`src/rtl/cim_bit_deserializer.sv`:
```
// cim_bit_deserializer
//   Reassembles LANES bit-serial lanes (LSB first) into parallel words and
//   presents them through a single-entry valid/ready buffer.
//   Frame length is WIDTH bits, or FP_WIDTH bits when InFp is high on the
//   first bit of a frame.
// Ports:
//   clk, RST      clock, synchronous active-high reset
//   SDI           one serial bit per lane, bit i -> lane i
//   SdiValid      SDI carries a valid bit slice this cycle
//   SdiLast       sender end-of-frame marker, qualified by SdiValid
//   InFp          frame length select, sampled on the first bit only
//   DataOut       reassembled words, one per lane
//   DataOutValid  DataOut holds an unconsumed frame
//   DataOutReady  consumer accepts DataOut when high with DataOutValid
//   FrameErr      one-cycle pulse, SdiLast arrived at the wrong bit count
//   Overrun       one-cycle pulse, completed frame dropped (buffer full)
//   BitCount      bits received in the current frame
module cim_bit_deserializer #(
  parameter int unsigned LANES    = 36,
  parameter int unsigned WIDTH    = 8,
  parameter int unsigned FP_WIDTH = 3
) (
  input  logic                              clk,
  input  logic                              RST,
  input  logic [0:LANES-1]                  SDI,
  input  logic                              SdiValid,
  input  logic                              SdiLast,
  input  logic                              InFp,
  output logic [0:LANES-1][WIDTH-1:0]       DataOut,
  output logic                              DataOutValid,
  input  logic                              DataOutReady,
  output logic                              FrameErr,
  output logic                              Overrun,
  output logic [2:0]                        BitCount
);

  localparam int unsigned CNT_W    = 3;
  localparam logic [CNT_W-1:0] LAST_INT = CNT_W'(WIDTH - 1);
  localparam logic [CNT_W-1:0] LAST_FP  = CNT_W'(FP_WIDTH - 1);

  logic [0:LANES-1][WIDTH-1:0] shift_reg;
  logic [CNT_W-1:0]            len_m1;

  logic                        first_bit_c;
  logic [CNT_W-1:0]            cur_last_c;
  logic [0:LANES-1][WIDTH-1:0] shift_nxt_c;
  logic                        complete_c;
  logic                        frame_err_c;
  logic                        accept_c;

  // Next shift contents, completion and error detection for this cycle
  always_comb begin
    first_bit_c = (BitCount == '0);
    // Length comes straight from InFp on the first bit, from the latch after
    cur_last_c  = first_bit_c ? (InFp ? LAST_FP : LAST_INT) : len_m1;
    for (int i = 0; i < int'(LANES); i++) begin
      // Clearing on the first bit keeps bits above the frame length at zero
      shift_nxt_c[i]           = first_bit_c ? '0 : shift_reg[i];
      shift_nxt_c[i][BitCount] = SDI[i];
    end
    complete_c  = SdiValid && (BitCount == cur_last_c);
    frame_err_c = SdiValid && SdiLast && !complete_c;
    accept_c    = complete_c && (!DataOutValid || DataOutReady);
  end

  // Frame assembly, output buffer and status pulses
  always_ff @(posedge clk) begin
    if (RST) begin
      shift_reg    <= '0;
      len_m1       <= '0;
      BitCount     <= '0;
      DataOut      <= '0;
      DataOutValid <= 1'b0;
      FrameErr     <= 1'b0;
      Overrun      <= 1'b0;
    end else begin
      FrameErr <= frame_err_c;
      Overrun  <= complete_c && !accept_c;
      if (SdiValid) begin
        shift_reg <= shift_nxt_c;
        if (first_bit_c) begin
          len_m1 <= cur_last_c;
        end
        if (complete_c || frame_err_c) begin
          BitCount <= '0;
        end else begin
          BitCount <= BitCount + CNT_W'(1);
        end
      end
      if (accept_c) begin
        DataOut      <= shift_nxt_c;
        DataOutValid <= 1'b1;
      end else if (DataOutValid && DataOutReady && !complete_c) begin
        DataOutValid <= 1'b0;
      end
    end
  end

endmodule

```
`config.mk`:
```
export PLATFORM = sky130hd
export DESIGN_NAME = cim_bit_deserializer
export DESIGN_NICKNAME = d
export VERILOG_FILES = /design/src/rtl/cim_bit_deserializer.sv
export SDC_FILE = /design/constraint.sdc
export NUM_CORES = 1
export LEC_CHECK = 0
export CORE_ASPECT_RATIO = 0.7
export CORE_MARGIN = 2
export CORE_UTILIZATION = 50
export DETAILED_ROUTE_END_ITERATION = 6
export PLACE_DENSITY = 0.77
export SETUP_SLACK_MARGIN = 0.5
export SLEW_MARGIN = 10
export SYNTH_ARGS = -nofsm -noshare
export SYNTH_HDL_FRONTEND = slang
export SYNTH_SLANG_ARGS = --single-unit
```
`constraint.sdc`:
```
create_clock -name clk -period 2.6 [get_ports clk]
set_clock_uncertainty 0.05 [all_clocks]
set_input_delay 0.52 -clock clk [delete_from_list [all_inputs] [get_ports clk]]
set_output_delay 0.52 -clock clk [all_outputs]
set_load 0.005 [all_outputs]
```
Word level (Yosys, flattened, before mapping)
Index checks and enable logic that the tools add are counted.
{ "op_classes": {"n_reduce_logical": 16, "div": 0, "add_sub_neg": 1, "n_shift": 0, "eq_ne": 1, "n_lt_le_gt_ge": 2, "mux": 79, "bitwise": 0, "n_mul": 0} }
{ "ops": {"columns": ["op", "n"], "rows": [
  ["8-bit bitwise mux", 36],
  ["8-bit two-way mux", 36],
  ["3-bit two-way mux", 3],
  ["1-bit logical AND", 8],
  ["3-bit by 4-bit < comparator with 1-bit output (second input constant)", 1],
  ["3-bit by 1-bit adder with 3-bit output (second input constant)", 1],
  ["1-bit demux with 3-bit select", 1],
  ["3-bit == test", 1],
  ["3-bit by 1-bit greater-or-equal comparator with 1-bit output (second input constant)", 1],
  ["1-bit logical NOT", 3],
  ["3-bit logical NOT", 1],
  ["1-bit two-way mux", 3],
  ["1-bit logical OR", 2],
  ["2-bit AND reduction", 1],
  ["2-bit nonzero test", 1]
]} }
{ "totals": {"mem_count": 0, "latch_bits": 0, "mem_bits_ro": 0, "ramBits": 0, "register_bits": 585} }

Logic depth before layout (Yosys ltp)
Gate-level depths: netlist of run 1.
{ "depth": {"word_depth": 8, "ltp_mapped": 12, "ltp_nobuf": 7} }

Worst setup path after synthesis of run 1
OpenSTA, ideal clock, no wires.
{ "synth_path": {"path_kind": "reg-to-reg", "start": "register BitCount[0]", "end": "register DataOut[214] in the netlist's numbering", "required_ns": 2.416, "arrival_time_ns": 2.610, "stages_incl_launch_ff": 13, "period_less_slack_ns": 2.794, "slack_ns": -0.194, "setup_time_ns": 0.134, "path_buffers": 5, "cell_sequence": "dfxtp_1 > buf_2 > clkinv_1 > ha_1 > buf_2 > nor2b_4 > or3_1 > a221oi_2 > and2_1 > buf_2 > buf_4 > buf_2 > a211oi_1"} }
{ "synth_between": {"elab_chain_cells": 5, "elab_cells_between_ends": 12, "classes_between": "order compare: 2; eq/ne: 1; mux: 5; reduce/logical: 4"} }
{ "synth_lines": {"columns": ["element", "line", "source"], "rows": [
  ["start: declaration", "34", "output logic [2:0] BitCount"],
  ["start signal: assignment", "87", "BitCount <= BitCount + CNT_W'(1);"],
  ["3-bit by 4-bit < comparator with 1-bit output (implied by the code) (tied with other cells)", "59", "shift_nxt_c[i][BitCount] = SDI[i];"],
  ["1-bit logical AND (implied by the code) / 3-bit two-way mux (equally long branches)", "59, 55", null],
  ["1-bit two-way mux (implied by the code) / 3-bit == test (equally long branches)", "59, 61", null],
  ["1-bit demux with 3-bit select / 1-bit logical AND (equally long branches)", "59, 61", null],
  ["8-bit bitwise mux / 1-bit logical AND (equally long branches)", "59, 63", null],
  ["end signal: assignment", "91", "DataOut <= shift_nxt_c;"],
  ["end: declaration", "29", "output logic [0:LANES-1][WIDTH-1:0] DataOut,"]
]} }
Several ways; a longest one is shown, not always the timed one.
A chain may end at the register's enable or synchronous reset.

Worst setup path after layout of run 1
{ "layout_path": {"start": "register BitCount[0]", "end": "register DataOut[140] in the netlist's numbering"} }
The elaborated chain is that of the path after synthesis.

==> summary.md, run 1 <==
| Metric | Value |
|---|---|
| Main synth FF type | `dfxtp_1` |
| CTS Buffer Depth | `3` |
| Post-synth top area share | `a little under half` |
| Post-synthesis mux area share | `approximately 6.3%` |
| Post-route core utilization | `about three quarters` |
| CP bufs+invs | `4` |
| Seq/Total Area, Yosys | `between 40 and 50%` |
| Synth Area in Adders | `less than 1%` |
| Clock Latency Late Sink | `0.62 ns` |
| IO Pins | `approximately 340` |
| Initial core utilization | `roughly half` |
| Power, Total | `about 0.022 W` |
| Initial DRT Pass Iterations | `6` |
| Synth Area in XOR/XNOR | `less than 1%` |
| DRT iter0 DRCs | `~3700` |
| CP max stage cell | `dfxtp_4` |
| Setup TNS | `0 ns` |
| Critical setup path kind | `flop to flop` |
| Vias in the first global route | `22790` |
| Data arrival, critical path | `~3.0 ns` |
| CP max FO | `22` |
| Least-Margin Pin Slew | `1.028 ns` |
| Worst Hold Launch | `SdiValid` |
| Fin Hold WS | `approximately 0.26 ns` |
| Die W | `roughly 270 um` |
| Sequential share of power | `between 40% and 50%` |
| WL/cell | `between 20 and 30 um` |
| P_leak | `12.65 nW` |
| R2R Path End | `DataOut[140]$_SDFFE_PP0P_` |
| Reg2reg start | `BitCount[0]$_SDFFE_PP0P_` |
| Switching pwr | `between 0.005 and 0.006 W` |
| Max-cap violations | `0` |
| CP most frequent cell | `buf_12` |
| Placer congestion estimate | `slightly above 0.8` |
| Largest net degree at the start of global routing | `between 200 and 250` |
| Die footprint | `between 50000 and 60000 um2` |
| Worst Hold Depth | `3` |
| Final WL | `between 100 and 150 mm` |
| Period utilisation layout | `96.07%` |
| Post-synth EDFFs | `0` |
| WL met2 | `about 46 mm` |
| Final Hold Viols | `0` |
| Synth area leader | `dfxtp_1` |
| Synth Area in Simple Gates | `9.248%` |
| Clk sink count | `between 500 and 600` |
| Mapped Cells | `between 2000 and 3000` |
| Synth top area cells | `dfxtp_1 (47%), a211oi_1 (18%), a21oi_1 (8.7%), mux2_2 (6.3%), nor2_1 (4.5%)` |
| First-pass GRT wire length | `roughly 140 mm` |
| Slew Limit Fails | `0` |
| Total CTS buffers | `55` |
| Clock network fraction of total power | `approximately two fifths` |
| Hold endpoint | `shift_reg[21]$_SDFFE_PP0P_` |
| Syn avg cell area | `about 9 um2` |
| Final #Nets | `slightly above 3000` |
| Cell Chain, Critical Path | `clkinv_8 -> ha_4 -> nor2b_4 -> or3_4 -> a221oi_4 -> buf_6 -> buf_12 -> buf_12 -> a21oi_1 -> a211oi_1` |
| Fmax | `400.3 MHz` |
| Residual DRC count | `0` |
| Synth Area in Compound Gates | `a little under a third` |
| Worst EP required | `3.05 ns` |
| GR Overflow Total | `0` |
| Post-CTS Hold Fix Bufs | `0` |
| Setup violations, final | `0` |
| Critical Path Sink Type | `flop` |
| Clock tree from TritonCTS | `done` |
| Post-synth cell types | `33` |
| Worst setup SP type | `flop` |
| Hpwl dp | `around 50 mm` |
| Placed cell count | `between 3000 and 4000` |
| Max_slew headroom | `a little under a third` |
| Status | `finished, final reports clean` |
| Commonest non-fill, non-tap cell in the layout | `dfxtp_1` |
| Root Driver | `clkbuf_16` |
| Core ar. | `approximately 49000 um2` |
| Logic pwr share | `roughly 15%` |
| CP top delay family | `compound AO/OA/AOI/OAI gates` |
| Drt via density | `~6.9` |
| ANT nets after route | `0` |
| Most frequent cells in the layout | `dfxtp_1 (504), a211oi_1 (420), a21oi_1 (318)` |
| Worst reg2reg setup slack | `just over 0.1 ns` |
| Die H | `approximately 190 um` |
| Max incr delay on CP | `0.38 ns` |
| Port Buffers | `around 340` |
| # H-tree levels | `2` |
| Cell Area, Synth | `24660 um2` |
| Initial antenna violation count | `5` |
| Rows | `just under 70` |
| Routed vias | `25470` |
| DR top layer | `met5` |
| Async set-reset flop share out of synthesis | `0%` |
| Largest family of logic cells by synthesized area | `compound AO/OA/AOI/OAI gates` |
| RSZ-0062 raised after global routing | `true` |
| Hold Path Class | `input pin to flop` |
| P_int | `~0.016 W` |
| Synthesized net count | `between 2000 and 3000` |
| Synth Register Bits | `585` |
| Layout cell share with drive strength beyond 1 | `a little under a third` |
| Synthesis-to-layout area growth | `46.00%` |
| Switching share of total power | `26.99%` |
| Yosys warns | `0` |
| Fin cells | `about 3700` |
| Pwr/cell area | `598.3 nW/um2` |
| Met1 wire length | `slightly below 40 mm` |
| Wire length on met3 | `12.39 mm` |
| Min Tclk post-route | `roughly 2.5 ns` |
| Tot GR Track Use | `about 34%` |
| Worst IR Drop VDD | `~0.0005 V` |
| Worst-path clk slew | `around 0.07 ns` |
| Reg2reg path depth | `10` |
## cell families (layout without fill, tap and decap cells)
kind of cell	count (synthesis)	count (layout)
mux	139	139
fa+ha+maj	2	2
compound gates	1168	1168
flops	585	585
other cells	0	2
xor+xnor	1	1
simple gates	453	453
buf+inv	318	695
## worst max-delay path by stage
stage	startpoint	end	slack, ns	cells after the start
floorplan	BitCount[0]$_SDFFE_PP0P_	DataOut[0]$_SDFFE_PP0P_	0.22	12
global placement	InFp	DataOut[273]$_SDFFE_PP0P_	0.1	7
detailed placement	InFp	DataOut[0]$_SDFFE_PP0P_	0.03	7
CTS	BitCount[2]$_SDFFE_PP0P_	BitCount[2]	0.19	2
global route	BitCount[0]$_SDFFE_PP0P_	DataOut[231]$_SDFFE_PP0P_	0.08	10
finish	BitCount[0]$_SDFFE_PP0P_	DataOut[140]$_SDFFE_PP0P_	0.10	10
## Yosys cell counts (2+ instances only)
cell	instances
nor3_1	6
clkbuf_1	233
a22oi_1	144
mux2_2	139
nor2_1	293
o32ai_1	2
nand2_1	2
o21ai_0	3
a21oi_1	431
ha_1	2
clkinv_1	2
a211oi_1	576
nor3b_1	140
buf_4	32
o21bai_1	4
buf_2	48
dfxtp_1	585
a32oi_1	5
inv_1	2
nor2_2	2
and2_1	2
o21a_1	2
## routing by layer
layer  up-vias  track usage (%)
met5         -                0
met4         6            14.96
met3       423            7.800
met2      1850            51.70
met1     12420            45.78
li1      10770                -
## metrics by stage
step                instance area, um2  setup WS (ns)
floorplan                        24900         0.2207
global placement                 28800        0.09596
detailed placement               28800        0.03219
CTS                              32520         0.1917
global route                     36000        0.07980
finish                           36010         0.1022
## worst reg2reg max path: stages (launching register included)
cell      delay, ns
dfxtp_4        0.38
clkinv_8       0.05
ha_4           0.16
nor2b_4        0.12
or3_4          0.33
a221oi_4       0.28
buf_6          0.22
buf_12         0.19
buf_12         0.19
a21oi_1        0.11
a211oi_1       0.29
## power groups by stage
stage               Clock [W]  Combinational, W  Sequential [W]
floorplan                   0           0.00141         0.00980
global placement            0           0.00230         0.00985
detailed placement          0           0.00237         0.00987
CTS                   0.00843           0.00265         0.00968
global route          0.00886           0.00341         0.00976
finish                0.00853           0.00328         0.00973
## repair_timing
action,4_1_cts,5_1_grt
setup buffers,40,62
endpoints found under the setup margin,531,647
gates resized for setup,113,569
cloned,33,31
pin swaps,63,192
## final cells by class
class,instances,area [um2]
Clock inverter,17,192.7
Fill cell,3132,13000
Clock buffer,83,1684
Timing Repair Buffer,591,7699
Tap cell,665,832.0
Multi-Input combinational cell,1763,13720
Antenna cell,2,5.005
Inverter,4,32.53
Sequential cell,585,11840
Note: power is estimated with default switching activity, not from simulation.
==> run 2: changes to the inputs <==
--- a/config.mk
+++ b/config.mk
@@ -9,7 +9,7 @@
 export CORE_MARGIN = 2
 export CORE_UTILIZATION = 50
 export DETAILED_ROUTE_END_ITERATION = 6
-export PLACE_DENSITY = 0.77
+export PLACE_DENSITY_LB_ADDON = 0.12
 export SETUP_SLACK_MARGIN = 0.5
 export SLEW_MARGIN = 10
 export SYNTH_ARGS = -nofsm -noshare
==> run 2 against run 1 <==
Effect of this change:
- sequential cell count stayed put
- sequential share of layout area is 2.8 points higher
- critical path depth is 1 higher
- non-clock buffer count is 64 lower
- core utilization is 5.8 points lower
- count of clock-buffer cells in the layout is 3 higher
- sequential power is 0.4% lower
- via count is 7.7% lower
- wire length is 14% lower
- final cell count is 1.9% lower
- cell area is 7.9% lower
- global-route usage is 1.0 points lower
- largest power group unchanged
- highest routed layer unchanged
==> summary.md, run 2 (synthesis results as in run 1) <==
| Metric | Value |
|---|---|
| Pwr/cell area | `620.8 nW/um2 (+3.8%)` |
| Hold Path Class | `input pin to flop` |
| Initial DRT Pass Iterations | `5 (-1)` |
| Die W | `269.5 um (unchanged)` |
| Initial antenna violation count | `4 (-1)` |
| P_leak | `11.15 nW (-12%)` |
| Cell Chain, Critical Path | `clkinv_8 -> ha_4 -> nor2b_4 -> or3_4 -> a221oi_4 -> buf_6 -> buf_8 -> buf_12 -> buf_16 -> a21oi_1 -> a211oi_1` |
| Worst setup SP type | `flop` |
| Root Driver | `clkbuf_16` |
| Critical Path Sink Type | `flop` |
| Worst-path clk slew | `0.06 ns (about the same)` |
| CP max stage cell | `dfxtp_4` |
| Min Tclk post-route | `2.416 ns (-0.08171 ns)` |
| DRT iter0 DRCs | `2828 (-24%)` |
| Rows | `68 (unchanged)` |
| Max_slew headroom | `45.49% (+14 points)` |
| Logic pwr share | `13.4% (-1.8 points)` |
| Final Hold Viols | `0 (unchanged)` |
| Data arrival, critical path | `2.87 ns (-0.08 ns)` |
| Setup violations, final | `0 (unchanged)` |
| Die H | `189.8 um (unchanged)` |
| CP max FO | `25 (+14%)` |
| Routed vias | `23500 (-7.7%)` |
| Switching share of total power | `26.00% (-0.99 points)` |
| Reg area | `11840 um2 (about the same)` |
| Clk sink count | `585 (unchanged)` |
| CP top delay family | `buffers and inverters` |
| IO Pins | `336 (unchanged)` |
| First-pass GRT wire length | `132.9 mm (-2.6%)` |
| Worst IR Drop VDD | `0.0004832 V (-3.1%)` |
| Drt via density | `6.453 (-6.0%)` |
| RSZ-0062 raised after global routing | `true` |
| Status | `finished, final reports clean` |
| Clock network fraction of total power | `39.5% (about the same)` |
| P_int | `0.01524 W (-3.1%)` |
| CTS Buffer Depth | `3 (unchanged)` |
| Initial core utilization | `50.33% (unchanged)` |
| ANT nets after route | `0 (unchanged)` |
| Slew Limit Fails | `0 (unchanged)` |
| Layout cell share with drive strength beyond 1 | `20.77% (-9.8 points)` |
| Worst EP required | `3.06 ns (about the same)` |
| Tot GR Track Use | `32.79% (-1.0 points)` |
| Most frequent cells in the layout | `dfxtp_1 (505), a211oi_1 (499), a21oi_1 (413)` |
| Worst Hold Launch | `SdiValid` |
| GR Overflow Total | `0 (unchanged)` |
| Least-Margin Pin Slew | `0.8177 ns (-0.2105 ns)` |
| Hpwl dp | `50.68 mm (+2.2%)` |
| Max-cap violations | `0 (unchanged)` |
| Port Buffers | `335 (unchanged)` |
| Vias in the first global route | `21920 (-3.8%)` |
| Reg2reg start | `BitCount[0]$_SDFFE_PP0P_` |
| Final #Nets | `2980 (-2.1%)` |
| Placer congestion estimate | `0.7912 (-2.5%)` |
| Max incr delay on CP | `0.38 ns (about the same)` |
| CP bufs+invs | `5 (+1)` |
| Switching pwr | `0.005355 W (-7.9%)` |
| Core ar. | `49010 um2 (unchanged)` |
| WL/cell | `24.65 um (-12%)` |
| Clock Latency Late Sink | `0.62 ns (about the same)` |
| Filler cells | `3762 (+20%)` |
| Sequential share of power | `47.1% (+1.9 points)` |
| Residual DRC count | `0 (unchanged)` |
| Total CTS buffers | `55 (unchanged)` |
| Power, Total | `0.02060 W (-4.4%)` |
| Multi-input logic area | `12210 um2 (-11%)` |
| Commonest non-fill, non-tap cell in the layout | `dfxtp_1` |
| Setup TNS | `0 ns (unchanged)` |
| Critical path launch point | `BitCount[0]$_SDFFE_PP0P_` |
| # H-tree levels | `2 (unchanged)` |
| Synthesis-to-layout area growth | `34.52%` |
| Die footprint | `51150 um2 (unchanged)` |
| Fmax | `413.9 MHz (+3.4%)` |
| Critical setup path kind | `flop to flop` |
| Largest net degree at the start of global routing | `181 (-21%)` |
| Period utilisation layout | `92.93% (-3.1 points)` |
| Final WL | `89.75 mm (-14%)` |
| Clock tree from TritonCTS | `done` |
## run 2: worst paths after layout
check,end,slack (ns),depth (start not counted)
max,DataOut[158]$_SDFFE_PP0P_,0.18,11
min,shift_reg[195]$_SDFFE_PP0P_,0.24,2
max reg2reg,DataOut[158]$_SDFFE_PP0P_,0.18,11
min reg2reg,shift_reg[18]$_SDFFE_PP0P_,0.43,2
## run 2: final cells by class
type / instances / share of cell area, %
clock inverter: 10 / 0.3130
multi-input combinational: 1763 / 36.80
clock buffer: 86 / 5.042
sequential: 585 / 35.68
antenna: 1 / 0.007543
inverter: 4 / 0.09805
timing repair buffer: 527 / 19.56
tap: 665 / 2.508
## run 2: layer usage
layer | track usage, % | vias up | share of wire (%)
met4 | 11.69 | 4 | 3.2
met2 | 51.36 | 1106 | 45
met3 | 6.450 | 179 | 8.5
met1 | 45.20 | 11580 | 43
met5 | 0 | - | 0.029
li1 | - | 10620 | -
## run 2: per-stage QoR
step | utilization [%] | hold slack (ns) | area, um2 | cells | setup WS [ns]
global placement | 58.94 | 0.4164 | 28880 | 3445 | 0.1603
detailed placement | 58.94 | 0.4266 | 28880 | 3445 | 0.04999
global route | 67.70 | 0.2485 | 33180 | 3641 | 0.1153
CTS | 65.80 | 0.2267 | 32250 | 3612 | 0.1857
finish | 67.70 | 0.2446 | 33180 | 3641 | 0.1839
floorplan | - | 0.4073 | 24900 | 2666 | 0.2207
## run 2: power by group through the flow
stage | clock network, W | logic, W | registers [W]
4_1_cts | 0.00818 | 0.00261 | 0.00968
6_report | 0.00814 | 0.00276 | 0.00969
3_5_place_dp | 0 | 0.00240 | 0.00987
2_1_floorplan | 0 | 0.00141 | 0.00980
5_1_grt | 0.00857 | 0.00293 | 0.00973
3_3_place_gp | 0 | 0.00234 | 0.00985
## run 2: repair_timing
action / 4_1_cts / 5_1_grt
cloned: 27 / 11
resized for setup: 164 / 130
hold buffers: 0 / 0
buffers inserted: 44 / 17
pin swaps: 46 / 35
endpoints found under the setup margin: 488 / 399
==> patch (config.mk and constraints of run 2) <==
Reset style: asynchronous (`RST`), changed in one clocked block. Comments in the files are not updated.
--- a/src/rtl/cim_bit_deserializer.sv
+++ b/src/rtl/cim_bit_deserializer.sv
@@ -64,7 +64,7 @@
   end
 
   // Frame assembly, output buffer and status pulses
-  always_ff @(posedge clk) begin
+  always_ff @(posedge clk or posedge RST) begin
     if (RST) begin
       shift_reg    <= '0;
       len_m1       <= '0;
Check against the original RTL: differs if RST is asserted again (counterexample within 4 cycles, from zero or initial values and one cycle with RST high); with RST held inactive, the same outputs for 4 cycles.
==> patch against run 2 <==
- the flow now finishes with violations (design-rule violations)
- final cell count fell by 12%
- routed wire length fell by 14%
- sequential cell count is the same
- area after synthesis is 5.0% higher
- design area increased by 3.9%
- setup slack worse by 0.072 ns
- critical endpoint is now DataOut[221]$_DFFE_PP0P_
- highest routed layer is now met4
Power is not compared: it rests on default switching activity, and its combinational part moved more than twofold at a synthesized area within 25%.
==> patch: results (changes against run 2) <==
metric,value,unit,change
cts repair resizes,60,,-63%
global-route usage over all layers,28.3,%,-4.5 points
Final GP Congestion,0.806,,+1.9%
Hold/Removal Path Class,in2async,,
Synth cell types,41,,+24%
async set-reset flop share out of synthesis,100,%,+100 points
Sw Ratio,30.4,%,
Filler cells,3668,,-2.5%
initial antenna violation count,5,,+1
worst r2r path cells,9,,-2
share of cells above drive strength 1,24.6,%,+3.8 points
drc violations,16,,+16
CP top delay family,buffers and inverters,,
wl on met1,35000,um,-9.1%
adder-cell share of the synthesized area,0.0966,%,-0.0048 points
Final Max Slew Viols,0,,unchanged
first-pass GRT wire length,117000,um,-12%
Synth area leaders,"dfrtp_1, mux2_2, mux2i_1",,
Setup Buffers After CTS,28,,-36%
post-synthesis compound-gate area fraction,11.6,%,-20 points
drt pass-1 iters,7,,+2
DR WL met2,35700,um,-12%
mux share of post-synthesis cell area,22.4,%,+16 points
vias per inst,5.80,,-10%
WP data arrival,2.92,ns,+0.05 ns
met3 WL post-DR,5200,um,-31%
largest stage delay on the critical path,0.37,ns,
vias in the first global route,18968,,-13%
failing checks,design-rule violations,,
Layout Cells excl Fill,3221,,-12%
Post-DP Area,0.0310,mm2,+7.4%
most instantiated cells after synthesis,"dfrtp_1, mux2_2, mux2i_1, nor2_1, inv_1",,
GR Util met3,4.60,%,-1.8 points
top sig layer,met4,,
dpl cells,3043,,-12%
status,finished with violations,,
mean area per synthesized cell,12.2,um2,+32%
part of the Yosys area used for sequential elements,56.5,%,+9.0 points
Synth Net Count,2167,,-20%
Starting DRT DRC Count,1900,,-33%
WL/cell,24.1,um,-2.3%
Global Route met2 Usage,43.4,%,-7.9 points
Worst R2R End,DataOut[221]$_DFFE_PP0P_,,
largest net degree at the start of global routing,199,,+9.9%
met1 Usage GRT,41.9,%,-3.3 points
ys flop type,dfrtp_1,,
worst r2r src,BitCount[0]$_DFFE_PP0P_,,
layout net count,2545,,-15%
DPL Wire Length,47400,um,-6.4%
slowest CP cell,dfrtp_1,,
worst slew pin tran,1.08,ns,+0.266 ns
clk_lat worst skew,0.62,ns,about the same
FF-to-FF setup slack,0.11,ns,-0.07 ns
CP Max Fanout,15,,-40%
hold slack,0.314,ns,+0.0695 ns
xor and xnor area share after synthesis,0.0338,%,-0.0017 points
-- patch: cell count changes after synthesis, sizes merged, moves of 63 or more --
cell | run 2 | this run
mux2 | 139 | 326
mux2i | 0 | 214
clkbuf | 233 | 137
nor2 | 295 | 133
dfrtp | 0 | 585
a211oi | 576 | 1
nor3b | 140 | 0
o22ai | 0 | 63
dfxtp | 585 | 0
inv | 2 | 129
a22o | 0 | 101
a21oi | 431 | 126
nand2 | 2 | 95
-- patch: how the worst max path moves through the flow --
stage,startpoint,to,slack (ns)
floorplan,RST,BitCount[0]$_DFFE_PP0P_,-5.94
global placement,DataOutReady,DataOut[4]$_DFFE_PP0P_,0.005
detailed placement,DataOutReady,DataOut[44]$_DFFE_PP0P_,-0.08
CTS,BitCount[1]$_DFFE_PP0P_,DataOut[155]$_DFFE_PP0P_,0.04
global route,BitCount[0]$_DFFE_PP0P_,DataOut[35]$_DFFE_PP0P_,0.06
finish,BitCount[0]$_DFFE_PP0P_,DataOut[221]$_DFFE_PP0P_,0.11
-- patch: cell families after synthesis --
family | Yosys count
AO/OA/AOI/OAI | 433
XOR/XNOR | 1
adder cells (fa/ha/maj) | 2
buffers and inverters | 317
flip-flops | 585
multiplexers | 540
AND/OR/NAND/NOR | 245
-- patch: cell type report --
class	instances	area (um2)	share of cell area (%)
multi-input cells	1221	10600	30.8
repair buffers	509	5970	17.3
flip-flops and latches	585	14600	42.5
diodes	3	7.51	0.0218
clock buffers	80	1610	4.67
inverters	129	495	1.44
clock inverters	20	294	0.853
well taps	674	843	2.45
-- patch: through the flow --
stage | utilization (%) | setup WS, ns
after global routing | 67.7 | 0.0551
after global placement | 60.9 | 0.00497
final | 67.7 | 0.112
after floorplan | - | -5.94
after CTS | 66.5 | 0.0427
after detailed placement | 60.9 | -0.0788
